===== src/rtl/tx_pulse_scheduler_pkg.sv =====
`default_nettype none
// ============================================================================
// Module   : hfswr_tx_pkg
// Brief    : Shared types and constants for the HFSWR transmit pulse scheduler.
// Revision : 1.0
// ============================================================================
package hfswr_tx_pkg;

    localparam int CODE_W       = 16;
    localparam int DEF_CHIP_DIV = 1229;
    localparam int DEF_CODE_LEN = 16;
    // One extra chip absorbs the code generator's latency before its first bit.
    localparam int CODE_WIN     = (DEF_CODE_LEN + 1) * DEF_CHIP_DIV;

    typedef enum logic [2:0] {
        ST_IDLE = 3'd0,
        ST_PRE  = 3'd1,
        ST_CODE = 3'd2,
        ST_POST = 3'd3,
        ST_WAIT = 3'd4
    } state_t;

    function automatic int code_win(input int chip_div, input int code_len);
        return (code_len + 1) * chip_div;
    endfunction

endpackage
`default_nettype wire


===== src/rtl/tx_pulse_scheduler_if.sv =====
`default_nettype none
// ============================================================================
// Module   : tx_pulse_scheduler_if
// Brief    : Configuration, control and pulse output bundle of the scheduler.
// Revision : 1.0
// ============================================================================
interface tx_pulse_scheduler_if #(
    parameter int NUM_CODES = 4,
    parameter int PRI_W     = 24
);
    import hfswr_tx_pkg::*;

    localparam int ADDR_W = (NUM_CODES > 1) ? $clog2(NUM_CODES) : 1;

    logic                cfg_we;
    logic [ADDR_W-1:0]   cfg_addr;
    logic [CODE_W-1:0]   cfg_data;
    logic [PRI_W-1:0]    pri;
    logic [11:0]         guard;
    logic [15:0]         n_pulses;
    logic                start;
    logic                stop;
    logic                busy;
    logic                done;
    logic                err;
    logic                sinc;
    logic [CODE_W-1:0]   codigo;
    logic [ADDR_W-1:0]   code_idx;
    logic                tx_gate;
    logic [15:0]         pulse_cnt;

    modport master (
        output cfg_we, cfg_addr, cfg_data, pri, guard, n_pulses, start, stop,
        input  busy, done, err, sinc, codigo, code_idx, tx_gate, pulse_cnt
    );

    modport slave (
        input  cfg_we, cfg_addr, cfg_data, pri, guard, n_pulses, start, stop,
        output busy, done, err, sinc, codigo, code_idx, tx_gate, pulse_cnt
    );

endinterface
`default_nettype wire


===== src/rtl/tx_pulse_scheduler_pri_timer.sv =====
`default_nettype none
// ============================================================================
// Module   : pri_timer
// Brief    : Loadable down-counter; o_expire marks the last cycle of the interval.
// Revision : 1.0
// ============================================================================
module pri_timer #(
    parameter int W = 24
) (
    input  wire logic         clk,
    input  wire logic         rst,
    input  wire logic         i_load,
    input  wire logic [W-1:0] i_value,
    output logic              o_expire
);

    logic [W-1:0] r_cnt;

    always_ff @(posedge clk or posedge rst) begin
        if (rst) begin
            r_cnt <= '0;
        end else if (i_load) begin
            r_cnt <= i_value;
        end else if (r_cnt != '0) begin
            r_cnt <= r_cnt - W'(1);
        end
    end

    assign o_expire = (r_cnt == W'(1));

endmodule
`default_nettype wire


===== src/rtl/tx_pulse_scheduler.sv =====
`default_nettype none
// ============================================================================
// Module   : tx_pulse_scheduler
// Brief    : Pulse sequencer driving code generator enable, code word and T/R gate.
// Revision : 1.0
// ============================================================================
module tx_pulse_scheduler
    import hfswr_tx_pkg::*;
#(
    parameter int CHIP_DIV  = DEF_CHIP_DIV,
    parameter int CODE_LEN  = DEF_CODE_LEN,
    parameter int NUM_CODES = 4,
    parameter int PRI_W     = 24
) (
    input  wire logic           clk,
    input  wire logic           rst,
    tx_pulse_scheduler_if.slave sched
);

    localparam int WIN    = code_win(CHIP_DIV, CODE_LEN);
    localparam int ADDR_W = (NUM_CODES > 1) ? $clog2(NUM_CODES) : 1;
    localparam int PH_W   = ($clog2(WIN) > 12) ? $clog2(WIN) : 12;

    state_t              r_state, w_state_nxt, w_first;
    logic [PH_W-1:0]     r_phase;
    logic [PRI_W-1:0]    r_pri, w_pri_load;
    logic [11:0]         r_guard;
    logic [15:0]         r_npulses, r_pulse_cnt;
    logic                r_err, r_stop_lat, r_busy, r_done, r_sinc, r_tx_gate;
    logic [CODE_W-1:0]   r_codigo, w_load_word;
    logic [ADDR_W-1:0]   r_code_idx, w_load_idx;
    logic [CODE_W-1:0]   r_bank [NUM_CODES];
    logic                w_bad, w_accept, w_reject, w_load, w_pulse_end, w_last, w_expire;
    logic                w_guard_last, w_code_last, w_cfg_wr;

    // Bank has no reset so configured codes survive a system reset.
    assign w_cfg_wr = sched.cfg_we && (r_state == ST_IDLE);
    always_ff @(posedge clk) begin
        if (w_cfg_wr) begin
            r_bank[sched.cfg_addr] <= sched.cfg_data;
        end
    end

    assign w_bad        = (32'(sched.pri) < ((32'(sched.guard) << 1) + 32'(WIN)));
    assign w_guard_last = (r_phase == (PH_W'(r_guard) - PH_W'(1)));
    assign w_code_last  = (r_phase == PH_W'(WIN - 1));
    assign w_last       = r_stop_lat || sched.stop ||
                          ((r_npulses != 16'd0) && ((r_pulse_cnt + 16'd1) == r_npulses));
    assign w_first      = (r_guard == 12'd0) ? ST_CODE : ST_PRE;
    assign w_pri_load   = (r_state == ST_IDLE) ? sched.pri : r_pri;
    // A same-cycle write in IDLE must reach the first pulse's code word.
    assign w_load_word  = (w_cfg_wr && (sched.cfg_addr == w_load_idx)) ? sched.cfg_data
                                                                       : r_bank[w_load_idx];

    always_comb begin
        w_state_nxt = r_state;
        w_accept    = 1'b0;
        w_reject    = 1'b0;
        w_load      = 1'b0;
        w_pulse_end = 1'b0;
        w_load_idx  = r_code_idx;
        case (r_state)
            ST_IDLE: begin
                if (sched.start) begin
                    if (w_bad) begin
                        w_reject = 1'b1;
                    end else begin
                        w_accept    = 1'b1;
                        w_load      = 1'b1;
                        w_load_idx  = '0;
                        w_state_nxt = (sched.guard == 12'd0) ? ST_CODE : ST_PRE;
                    end
                end
            end
            ST_PRE:  if (w_guard_last) w_state_nxt = ST_CODE;
            ST_CODE: begin
                if (w_code_last) begin
                    if (r_guard == 12'd0) w_pulse_end = 1'b1;
                    else                  w_state_nxt = ST_POST;
                end
            end
            ST_POST: if (w_guard_last) w_pulse_end = 1'b1;
            ST_WAIT: begin
                if (w_expire) begin
                    w_load      = 1'b1;
                    w_state_nxt = w_first;
                end
            end
            default: w_state_nxt = ST_IDLE;
        endcase
        // An exactly-filled PRI goes straight into the next pulse without WAIT.
        if (w_pulse_end) begin
            if (w_last) begin
                w_state_nxt = ST_IDLE;
            end else if (w_expire) begin
                w_load      = 1'b1;
                w_load_idx  = r_code_idx + ADDR_W'(1);
                w_state_nxt = w_first;
            end else begin
                w_state_nxt = ST_WAIT;
            end
        end
    end

    pri_timer #(.W(PRI_W)) u_pri_timer (
        .clk      (clk),
        .rst      (rst),
        .i_load   (w_load),
        .i_value  (w_pri_load),
        .o_expire (w_expire)
    );

    always_ff @(posedge clk or posedge rst) begin
        if (rst) begin
            r_state     <= ST_IDLE;
            r_phase     <= '0;
            r_pri       <= '0;
            r_guard     <= '0;
            r_npulses   <= '0;
            r_err       <= 1'b0;
            r_stop_lat  <= 1'b0;
            r_pulse_cnt <= '0;
            r_code_idx  <= '0;
            r_codigo    <= '0;
            r_busy      <= 1'b0;
            r_done      <= 1'b0;
            r_sinc      <= 1'b0;
            r_tx_gate   <= 1'b0;
        end else begin
            r_state <= w_state_nxt;
            r_phase <= ((w_state_nxt != r_state) || w_load) ? '0 : r_phase + PH_W'(1);
            if (w_accept) begin
                r_pri     <= sched.pri;
                r_guard   <= sched.guard;
                r_npulses <= sched.n_pulses;
            end
            if (w_reject)      r_err <= 1'b1;
            else if (w_accept) r_err <= 1'b0;
            if (w_state_nxt == ST_IDLE)                 r_stop_lat <= 1'b0;
            else if (r_state != ST_IDLE && sched.stop)  r_stop_lat <= 1'b1;
            if (w_accept) begin
                r_pulse_cnt <= '0;
                r_code_idx  <= '0;
            end else if (w_pulse_end) begin
                r_pulse_cnt <= r_pulse_cnt + 16'd1;
                r_code_idx  <= r_code_idx + ADDR_W'(1);
            end
            if (w_load) r_codigo <= w_load_word;
            r_busy    <= (w_state_nxt != ST_IDLE);
            r_done    <= (r_state != ST_IDLE) && (w_state_nxt == ST_IDLE);
            r_sinc    <= (w_state_nxt == ST_CODE);
            r_tx_gate <= (w_state_nxt == ST_PRE) || (w_state_nxt == ST_CODE) ||
                         (w_state_nxt == ST_POST);
        end
    end

    assign sched.busy      = r_busy;
    assign sched.done      = r_done;
    assign sched.err       = r_err;
    assign sched.sinc      = r_sinc;
    assign sched.codigo    = r_codigo;
    assign sched.code_idx  = r_code_idx;
    assign sched.tx_gate   = r_tx_gate;
    assign sched.pulse_cnt = r_pulse_cnt;

endmodule
`default_nettype wire

===== src/flat_wrapper.sv =====
// flat-port wrapper written by rule: the top's interface ports become plain ports
module tx_pulse_scheduler_flat import hfswr_tx_pkg::*;
#(
    parameter int CHIP_DIV  = DEF_CHIP_DIV,
    parameter int CODE_LEN  = DEF_CODE_LEN,
    parameter int NUM_CODES = 4,
    parameter int PRI_W     = 24
)
  (clk, rst, sched_cfg_we, sched_cfg_addr, sched_cfg_data, sched_pri, sched_guard, sched_n_pulses, sched_start, sched_stop, sched_busy, sched_done, sched_err, sched_sinc, sched_codigo, sched_code_idx, sched_tx_gate, sched_pulse_cnt);
  tx_pulse_scheduler_if #(.NUM_CODES(NUM_CODES), .PRI_W(PRI_W)) sched_i ();
  input  wire logic clk;
  input  wire logic rst;
  input wire logic [$bits(sched_i.cfg_we)-1:0] sched_cfg_we;
  input wire logic [$bits(sched_i.cfg_addr)-1:0] sched_cfg_addr;
  input wire logic [$bits(sched_i.cfg_data)-1:0] sched_cfg_data;
  input wire logic [$bits(sched_i.pri)-1:0] sched_pri;
  input wire logic [$bits(sched_i.guard)-1:0] sched_guard;
  input wire logic [$bits(sched_i.n_pulses)-1:0] sched_n_pulses;
  input wire logic [$bits(sched_i.start)-1:0] sched_start;
  input wire logic [$bits(sched_i.stop)-1:0] sched_stop;
  output wire logic [$bits(sched_i.busy)-1:0] sched_busy;
  output wire logic [$bits(sched_i.done)-1:0] sched_done;
  output wire logic [$bits(sched_i.err)-1:0] sched_err;
  output wire logic [$bits(sched_i.sinc)-1:0] sched_sinc;
  output wire logic [$bits(sched_i.codigo)-1:0] sched_codigo;
  output wire logic [$bits(sched_i.code_idx)-1:0] sched_code_idx;
  output wire logic [$bits(sched_i.tx_gate)-1:0] sched_tx_gate;
  output wire logic [$bits(sched_i.pulse_cnt)-1:0] sched_pulse_cnt;
  assign sched_i.cfg_we = sched_cfg_we;
  assign sched_i.cfg_addr = sched_cfg_addr;
  assign sched_i.cfg_data = sched_cfg_data;
  assign sched_i.pri = sched_pri;
  assign sched_i.guard = sched_guard;
  assign sched_i.n_pulses = sched_n_pulses;
  assign sched_i.start = sched_start;
  assign sched_i.stop = sched_stop;
  assign sched_busy = sched_i.busy;
  assign sched_done = sched_i.done;
  assign sched_err = sched_i.err;
  assign sched_sinc = sched_i.sinc;
  assign sched_codigo = sched_i.codigo;
  assign sched_code_idx = sched_i.code_idx;
  assign sched_tx_gate = sched_i.tx_gate;
  assign sched_pulse_cnt = sched_i.pulse_cnt;
  tx_pulse_scheduler #(.CHIP_DIV(CHIP_DIV), .CODE_LEN(CODE_LEN), .NUM_CODES(NUM_CODES), .PRI_W(PRI_W)) u_core (.clk(clk), .rst(rst), .sched(sched_i));
endmodule

===== config.mk =====
export PLATFORM = sky130hd
export DESIGN_NAME = tx_pulse_scheduler_flat
export DESIGN_NICKNAME = d
export VERILOG_FILES = /design/src/rtl/tx_pulse_scheduler_pkg.sv /design/src/rtl/tx_pulse_scheduler_if.sv /design/src/rtl/tx_pulse_scheduler_pri_timer.sv /design/src/rtl/tx_pulse_scheduler.sv /design/src/flat_wrapper.sv
export SDC_FILE = /design/constraint.sdc
export NUM_CORES = 1
export LEC_CHECK = 0
export ABC_AREA = 0
export CORE_UTILIZATION = 55
export DETAILED_ROUTE_END_ITERATION = 6
export PLACE_DENSITY = 0.79
export SLEW_MARGIN = 30
export SYNTH_ARGS = -nofsm -noshare
export SYNTH_HDL_FRONTEND = slang
export SYNTH_SLANG_ARGS = --single-unit
export TNS_END_PERCENT = 50

===== constraint.sdc =====
create_clock -name clk -period 6.35 [get_ports clk]
set_input_delay 1.27 -clock clk [delete_from_list [all_inputs] [get_ports clk]]
set_output_delay 1.27 -clock clk [all_outputs]
set_load 0.005 [all_outputs]

==> impl_metrics.ini, run 1 <==
[status]
status = finished clean

[sta]
finalHoldViolations = 0
slew_headroom = 0.385
min_period_over_period = 0.841
setup_violations = 0
worstMarginPinSlew_ns = 0.922
setup_ws_ns = 1.01
fin_crit_ns = 5.34
setup_tns_ns = 0
max_freq_mhz = 187
maxSlewViolCount = 0
skew_ns = 0.0124
rsz0062_at_grt = no

[cells_and_area]
fillers = 1503
regArea_sq_um = 5280
drive_gt1_frac = 0.116
final_util = 0.663
postLayoutCellArea_sq_um = 12900
area_growth_pct = 18.0
antennaDiodeCount = 0
multi_input_area_sq_um = 5420
finalNetCount = 1222

[pwr]
irDropWorstVdd_v = 0.000180
p_clk_frac = 0.431
power.internal_mw = 1.95
swShare = 0.229
p_switching_mw = 0.578
p_comb_frac = 0.048
p_seq_frac = 0.521
p_per_area_nw_per_um2 = 195
p_leak_nw = 5.49

[logic_synthesis]
ys_warn_count = 0
synth_area_leaders = dfrtp_1 (31%), edfxtp_1 (18%), mux2_2 (6.7%), mux2i_1 (3.8%), nor2_1 (2.9%)
avgSynthCellArea_sq_um = 10.5
seq_area_frac_synth = 0.481
syn_inst = 1044
yosys.cell_types.count = 70
synth_nets = 1139
synth_top_area_frac = 0.306
synth_largest_area_cell = dfrtp_1
yosys_register_bits = 198
async_reset_ff_frac = 0.677
synthTopCellsByCount = dfrtp_1 (134), nor2_1 (84), mux2_2 (65)
synth_area_sq_um = 11000
synth-main-ff-cell = dfrtp_1
yosysMostFrequentCell = dfrtp_1
synth_edf_count = 64

[placed_design]
place_hpwl_um = 18000
gp_congestion = 0.873
pre_cts_slack_ns = 0.612
placed_area_sq_um = 12300
port_buffers = 113

[hold_path]
hold_depth = 1
min_from = u_core.r_pri[20]
min_path_type = flop to flop
hold-path-endpoint = u_core.r_pri[20]

[global_route]
grt_pass1_wl_um = 43300
grt_max_degree = 104
grt_overflow = 0
antenna_found_initial = 0
grt_pass1_vias = 8496
grt_use_total = 0.272

[cts]
hold_buffers = 0
h-tree-depth = 4
post-cts-setup-buffer-count = 0
cts_inserted_buffers = 17
clk_latency_ns = 0.44
cts.sinks = 198
clockBufferDepth = 2
ctsResizeCount = 0
root_buffer = clkbuf_16
path_clk_slew_ns = 0.07
cts_tree = yes

[route]
wire_per_inst_um = 19.2
vias_per_cell = 6.26
dr.pass1.iters = 5
drc = 0
vias = 8802
ant_nets = 0
drt_iter0_drc = 713
wirelength_um = 27000

[setup_path]
crit_type = primary input to flop
r2r-start = u_core.r_guard[2]
r2r_end = u_core.sched.codigo[9]
cp-end-kind = flop
startpoint_type = primary input
worstRegToRegCells = 10
critPathArrivalTime_ns = 5.66
worstPathRequired_ns = 6.67
worstPathMaxFanout = 38
r2r_setup_slack_ns = 2.23

[floorplan]
rows = 51
start_util = 0.562
ios = 114
fp.dieW_um = 143
core_sq_um = 19500
die_y_um = 143
dieArea_sq_um = 20500

[flow_run]
maxCapViolCount = 0
## power by group through the flow
| stage | clock network (mW) | registers, mW | logic [mW] |
|---|---|---|---|
| floorplan | 0 | 1.34 | 0.0420 |
| global placement | 0 | 1.34 | 0.119 |
| detailed placement | 0 | 1.34 | 0.120 |
| CTS | 1.10 | 1.32 | 0.121 |
| global route | 1.15 | 1.32 | 0.132 |
| finish | 1.09 | 1.32 | 0.121 |
## placed cells by master, fill, tap and decap left out, drive strengths merged, types with 4 or more instances in the layout
cell type	instances
or3	21
a211oi	5
nand4	17
mux2	66
ha	20
nor2b	7
edfxtp	64
nand3	34
or4	4
nor2	84
a2111oi	4
a31oi	19
a21oi	48
xor2	32
inv	32
nor4b	5
nor4	23
a21o	23
xnor2	36
o21ai	49
nand2	55
o41ai	4
buf	12
o221ai	15
clkdlybuf4s50	113
and2	9
nand2b	8
o31ai	9
nand4b	4
and3	10
nand3b	13
nor3	38
a221o	15
dfrtp	134
o211ai	4
clkbuf	21
mux2i	43
## stage by stage
stage | hold slack, ns | std cells | total power, mW
after global routing | 0.530 | 1405 | 2.60
after global placement | 0.481 | 1373 | 1.46
after floorplan | 0.473 | 1044 | 1.39
after detailed placement | 0.487 | 1373 | 1.46
after CTS | 0.504 | 1405 | 2.53
final | 0.504 | 1405 | 2.53
## state kept, by name, summed over array words and instances, names as in the netlist, 2 cells and up
| register | cells |
|---|---|
| u_core.r_state | 3 |
| u_core.r_guard | 12 |
| u_core.r_npulses | 16 |
| u_core.r_phase | 15 |
| u_core.sched.pulse_cnt | 16 |
| u_core.r_pri | 24 |
| u_core.r_bank | 64 |
| u_core.sched.codigo | 16 |
| u_core.sched.code_idx | 2 |
| u_core.u_pri_timer.r_cnt | 24 |
## worst max-delay path by stage
| stage | slack [ns] | start | endpoint | depth (start not counted) |
|---|---|---|---|---|
| 2_1_floorplan | 1.50 | rst | u_core.r_guard[0] | 1 |
| 4_1_cts | 1.06 | sched_guard[1] | u_core.sched.codigo[0] | 20 |
| 3_3_place_gp | 0.74 | sched_guard[3] | u_core.sched.codigo[13] | 16 |
| 3_5_place_dp | 0.61 | sched_guard[1] | u_core.sched.codigo[2] | 20 |
| 5_1_grt | 0.74 | sched_guard[3] | u_core.sched.codigo[14] | 17 |
| 6_report | 1.01 | sched_guard[3] | u_core.sched.codigo[9] | 17 |
## worst max-delay path: stages
cell and delay, ns:
clkdlybuf4s50_1 0.47, nor3_1 0.38, nand3b_1 0.20, nand2_1 0.11, xnor2_1 0.15, ha_1 0.31
a21o_1 0.17, a21o_1 0.17, a21oi_1 0.15, o22ai_1 0.11, o311a_4 0.54, nand2b_1 0.46
mux2i_4 0.33, mux2i_2 0.27, buf_4 0.27, a221o_1 0.20, a21oi_1 0.06
## logic make-up (layout without fill, tap and decap cells)
group	Yosys count	count (layout)	synth area share
xor+xnor	69	69	0.0565
mux	109	109	0.108
fa+ha+maj	20	20	0.0228
simple gates	345	345	0.166
buf+inv	86	182	0.0303
flops	198	198	0.481
compound gates	217	217	0.135
## routing by layer
layer  global-route usage  vias up  part of all wire
met5                    0        -                 0
met4               0.0918        0             0.020
met3               0.0486       52             0.065
met2                0.444      357              0.48
met1                0.367     4334              0.43
li1                     -     4059                 -
## cell type report
cell class	instances	share of cell area
Clock inverter	11	0.00774
Clock buffer	21	0.0382
Sequential cell	198	0.408
Timing Repair Buffer	125	0.0944
Tap cell	265	0.0256
Inverter	25	0.00783
Multi-Input combinational cell	760	0.419
Power figures use the tool's default switching activity.
==> run 2, diff against run 1 <==
- clock period: 6.35 -> 5.5 ns (I/O delays scaled with it)
==> impl_metrics.ini, run 2 (synthesis results as in run 1) <==
[sta]
setup_tns_ns = 0
setup_ws_ns = 0.720
min_period_over_period = 0.869
finalHoldViolations = 0
fin_crit_ns = 4.78
rsz0062_at_grt = no
worstMarginPinSlew_ns = 0.947
skew_ns = 0.0113
max_freq_mhz = 209
slew_headroom = 0.368
maxSlewViolCount = 0
setup_violations = 0

[pwr]
p_leak_nw = 5.56
p_per_area_nw_per_um2 = 224
irDropWorstVdd_v = 0.000205

[floorplan]
core_sq_um = 19500
ios = 114
fp.dieW_um = 143
dieArea_sq_um = 20500
rows = 51
start_util = 0.562
die_y_um = 143

[setup_path]
slowest_delay_ns = 0.62
crit_type = primary input to flop
critPathArrivalTime_ns = 5.06
worstPathMaxFanout = 13
cp-end-kind = flop
startpoint_type = primary input
worstPathRequired_ns = 5.78
critPathSlowestCell = o21ai_1
crit_chain = clkdlybuf4s50_1, inv_1, ha_1, nand2b_1, a31oi_1, nand2b_1, nand4_1, xnor2_1, ha_1, nand4b_1, nor2_1, o2111ai_1, o22ai_1, o311a_4, buf_4, a21oi_1, a21oi_1, nor4b_1, o21ai_1, nor2_1

[global_route]
grt_max_degree = 96
grt_pass1_vias = 8539
antenna_found_initial = 1
grt_overflow = 0
grt_use_total = 0.274
grt_pass1_wl_um = 43400

[route]
wirelength_um = 27100
drc = 0
wire_per_inst_um = 19.1
vias_per_cell = 6.17
ant_nets = 0
vias = 8756
dr.pass1.iters = 5
drt_iter0_drc = 677

[cts]
clk_latency_ns = 0.44
post-cts-setup-buffer-count = 0
hold_buffers = 0
ctsResizeCount = 0
root_buffer = clkbuf_16
cts.sinks = 198
path_clk_slew_ns = 0.07
clockBufferDepth = 2
h-tree-depth = 4
cts_inserted_buffers = 17
cts_tree = yes

[cells_and_area]
final_cell_count_no_fill = 1418
top_register = u_core.r_bank
largest_reg_flops = 64
top_regs = u_core.r_bank: 64 flops, u_core.r_pri: 24 flops, u_core.u_pri_timer.r_cnt: 24 flops
area_growth_pct = 18.9
drive_gt1_frac = 0.124
finalNetCount = 1234
mostFrequentLayoutCells = dfrtp_1 (134), clkdlybuf4s50_1 (113), nor2_1 (80)
layout_commonest_cell = dfrtp_1

[placed_design]
dp.cells = 1385
place_hpwl_um = 18600
port_buffers = 113
pre_cts_slack_ns = 0.420
gp_congestion = 0.897

[hold_path]
min_path_type = flop to flop

[status]
status = finished clean

[flow_run]
maxCapViolCount = 0
==> run 2: per-layer routing <==
layer  track usage  up-vias  part of all wire
met1         0.360     4317              0.42
met5             0        -                 0
met4        0.0773        0             0.018
li1              -     4080                 -
met2         0.458      319              0.49
met3        0.0557       40             0.066
==> run 2: final timing paths <==
kind                                             end  cells after the start  slack, ns               from
min in group asynchronous     u_core.sched.codigo[2]                      2       1.20                rst
max                                u_core.r_phase[3]                     20       0.72     sched_guard[1]
min                                 u_core.sched.err                      2       0.51   u_core.sched.err
min reg2reg                         u_core.sched.err                      2       0.51   u_core.sched.err
max in group asynchronous  u_core.sched.pulse_cnt[3]                      3       3.19                rst
max reg2reg                        u_core.r_phase[3]                      9       1.34  u_core.r_guard[2]
==> run 2: power breakdown <==
| part | internal (mW) | switching, mW | leakage, nW |
|---|---|---|---|
| registers | 1.52 | 0.0000000000000000115 | 2.30 |
| logic | 0.0680 | 0.0722 | 2.96 |
| clock network | 0.662 | 0.601 | 0.294 |
| total | 2.25 | 0.673 | 5.56 |
==> run 2: area by class of cell <==
class                   instances  area, sq um
clock inverters                14          160
repair buffers                137         1320
flip-flops and latches        198         5280
multi-input cells             760         5410
inverters                      25         98.8
clock buffers                  18          439
fillers                      1545         6480
well taps                     265          332
diodes                          1         2.50
==> run 2: per-stage QoR <==
step	power (mW)	util	hold WS, ns	area [sq um]
after global placement	1.69	0.636	0.485	12400
after global routing	3.00	0.668	0.520	13000
after CTS	2.94	0.667	0.512	13000
after detailed placement	1.69	0.636	0.494	12400
final	2.92	0.668	0.505	13000
after floorplan	1.60	-	0.473	11000
==> run 2: worst max-delay path: cells and delay by family <==
family	cells	cell delay [ns]
simple gates	7	0.88
compound gates	7	1.60
fa+ha+maj	2	0.50
buf+inv	3	0.79
xor+xnor	1	0.16
==> run 3, diff against run 2 <==
- RECOVER_POWER: default -> 50
==> impl_metrics.ini, run 3 (synthesis results as in run 1) <==
[route]
vias = 8786
vias_per_cell = 6.20
dr.pass1.iters = 6
drc = 0
wire_per_inst_um = 19.2
wirelength_um = 27200
ant_nets = 0
drt_iter0_drc = 660

[setup_path]
cp-end-kind = flop
critPathArrivalTime_ns = 5.09
startpoint_type = primary input
worstPathMaxFanout = 13
crit_type = primary input to flop
worstPathRequired_ns = 5.78

[cells_and_area]
final_cell_count_no_fill = 1418
top_register = u_core.r_bank
mostFrequentLayoutCells = dfrtp_1 (134), nor2_1 (80), clkdlybuf4s50_1 (75)
top_regs = u_core.r_bank: 64 flops, u_core.r_pri: 24 flops, u_core.u_pri_timer.r_cnt: 24 flops
drive_gt1_frac = 0.123
finalNetCount = 1234
largest_reg_flops = 64
layout_commonest_cell = dfrtp_1
area_growth_pct = 18.9

[pwr]
p_per_area_nw_per_um2 = 224
p_switching_mw = 0.674
power_mw = 2.92
p_leak_nw = 5.62
p_comb_frac = 0.047
p_seq_frac = 0.520
irDropWorstVdd_v = 0.000204
power.internal_mw = 2.25
swShare = 0.231
p_clk_frac = 0.433

[floorplan]
rows = 51
dieArea_sq_um = 20500
fp.dieW_um = 143
die_y_um = 143
ios = 114
start_util = 0.562
core_sq_um = 19500

[cts]
cts.sinks = 198
root_buffer = clkbuf_16
hold_buffers = 0
ctsResizeCount = 0
h-tree-depth = 4
clockBufferDepth = 2
clk_latency_ns = 0.44
post-cts-setup-buffer-count = 0
cts_tree = yes
path_clk_slew_ns = 0.07
cts_inserted_buffers = 17

[status]
status = finished, violations left
failed_checks = max-capacitance violations, max-slew violations

[global_route]
grt_use_total = 0.274
antenna_found_initial = 1
grt_pass1_vias = 8539
grt_pass1_wl_um = 43400
grt_overflow = 0
grt_max_degree = 96

[sta]
worstMarginPinSlew_ns = 3.61
maxSlewViolCount = 96
setup_violations = 0
rsz0062_at_grt = no
min_period_over_period = 0.875
slew_headroom = -1.41
max_freq_mhz = 208
setup_tns_ns = 0
holdWs_ns = 0.500
finalHoldViolations = 0
fin_crit_ns = 4.81
skew_ns = 0.0119

[placed_design]
gp_congestion = 0.897
port_buffers = 113
place_hpwl_um = 18600
dp.cells = 1385

[hold_path]
min_path_type = flop to flop

[flow_run]
maxCapViolCount = 1
-- run 3: cell types whose count changed in the layout (fill, tap and decap cells not counted), sizes merged --
cell           previous run  this run
clkdlybuf4s50           113        75
dlygate4sd3               0        38
-- run 3: power by group through the flow --
stage | logic [mW] | clock network [mW] | registers [mW]
6_report | 0.137 | 1.26 | 1.52
5_1_grt | 0.150 | 1.33 | 1.52
4_1_cts | 0.141 | 1.28 | 1.52
3_5_place_dp | 0.140 | 0 | 1.55
3_3_place_gp | 0.137 | 0 | 1.55
2_1_floorplan | 0.0485 | 0 | 1.55
-- run 3: worst max-delay path, cell delays in order --
cell             delay [ns]
clkdlybuf4s50_1        0.53
inv_1                  0.06
ha_1                   0.22
nand2b_1               0.10
a31oi_1                0.13
nand2b_1               0.12
nand4_1                0.12
xnor2_1                0.16
ha_1                   0.28
nand4b_1               0.16
nor2_1                 0.14
o2111ai_1              0.11
o22ai_1                0.20
o311a_4                0.23
buf_4                  0.20
a21oi_1                0.08
a21oi_1                0.24
nor4b_1                0.12
o21ai_1                0.62
nor2_1                 0.13
-- run 3: worst paths after layout --
path	from	to	slack (ns)	cells past startpoint
worst max-delay path	sched_guard[1]	u_core.r_phase[3]	0.69	20
worst min-delay path	u_core.sched.err	u_core.sched.err	0.50	2
worst max register to register	u_core.r_guard[2]	u_core.r_phase[3]	1.33	9
worst min register to register	u_core.sched.err	u_core.sched.err	0.50	2
max in group asynchronous	rst	u_core.sched.codigo[10]	0.97	2
min in group asynchronous	rst	u_core.r_pri[19]	2.43	2
-- run 3: cell type report --
class	count	area, sq um
multi-input cells	760	5410
flip-flops and latches	198	5280
well taps	265	332
clock inverters	14	160
diodes	1	2.50
inverters	25	93.8
repair buffers	137	1320
fillers	1546	6490
clock buffers	18	439
-- run 3: layer usage --
layer | track usage | part of all wire | vias up
met2 | 0.458 | 0.49 | 311
met1 | 0.360 | 0.43 | 4357
met4 | 0.0773 | 0.019 | 0
li1 | - | - | 4076
met3 | 0.0557 | 0.064 | 42
met5 | 0 | 0 | -
-- run 3: metrics by stage --
stage | setup WS, ns | area [sq um] | util
6_report | 0.689 | 13000 | 0.668
3_5_place_dp | 0.420 | 12400 | 0.636
3_3_place_gp | 0.308 | 12400 | 0.636
2_1_floorplan | 0.817 | 11000 | -
5_1_grt | 0.254 | 13000 | 0.668
4_1_cts | 0.812 | 13000 | 0.667
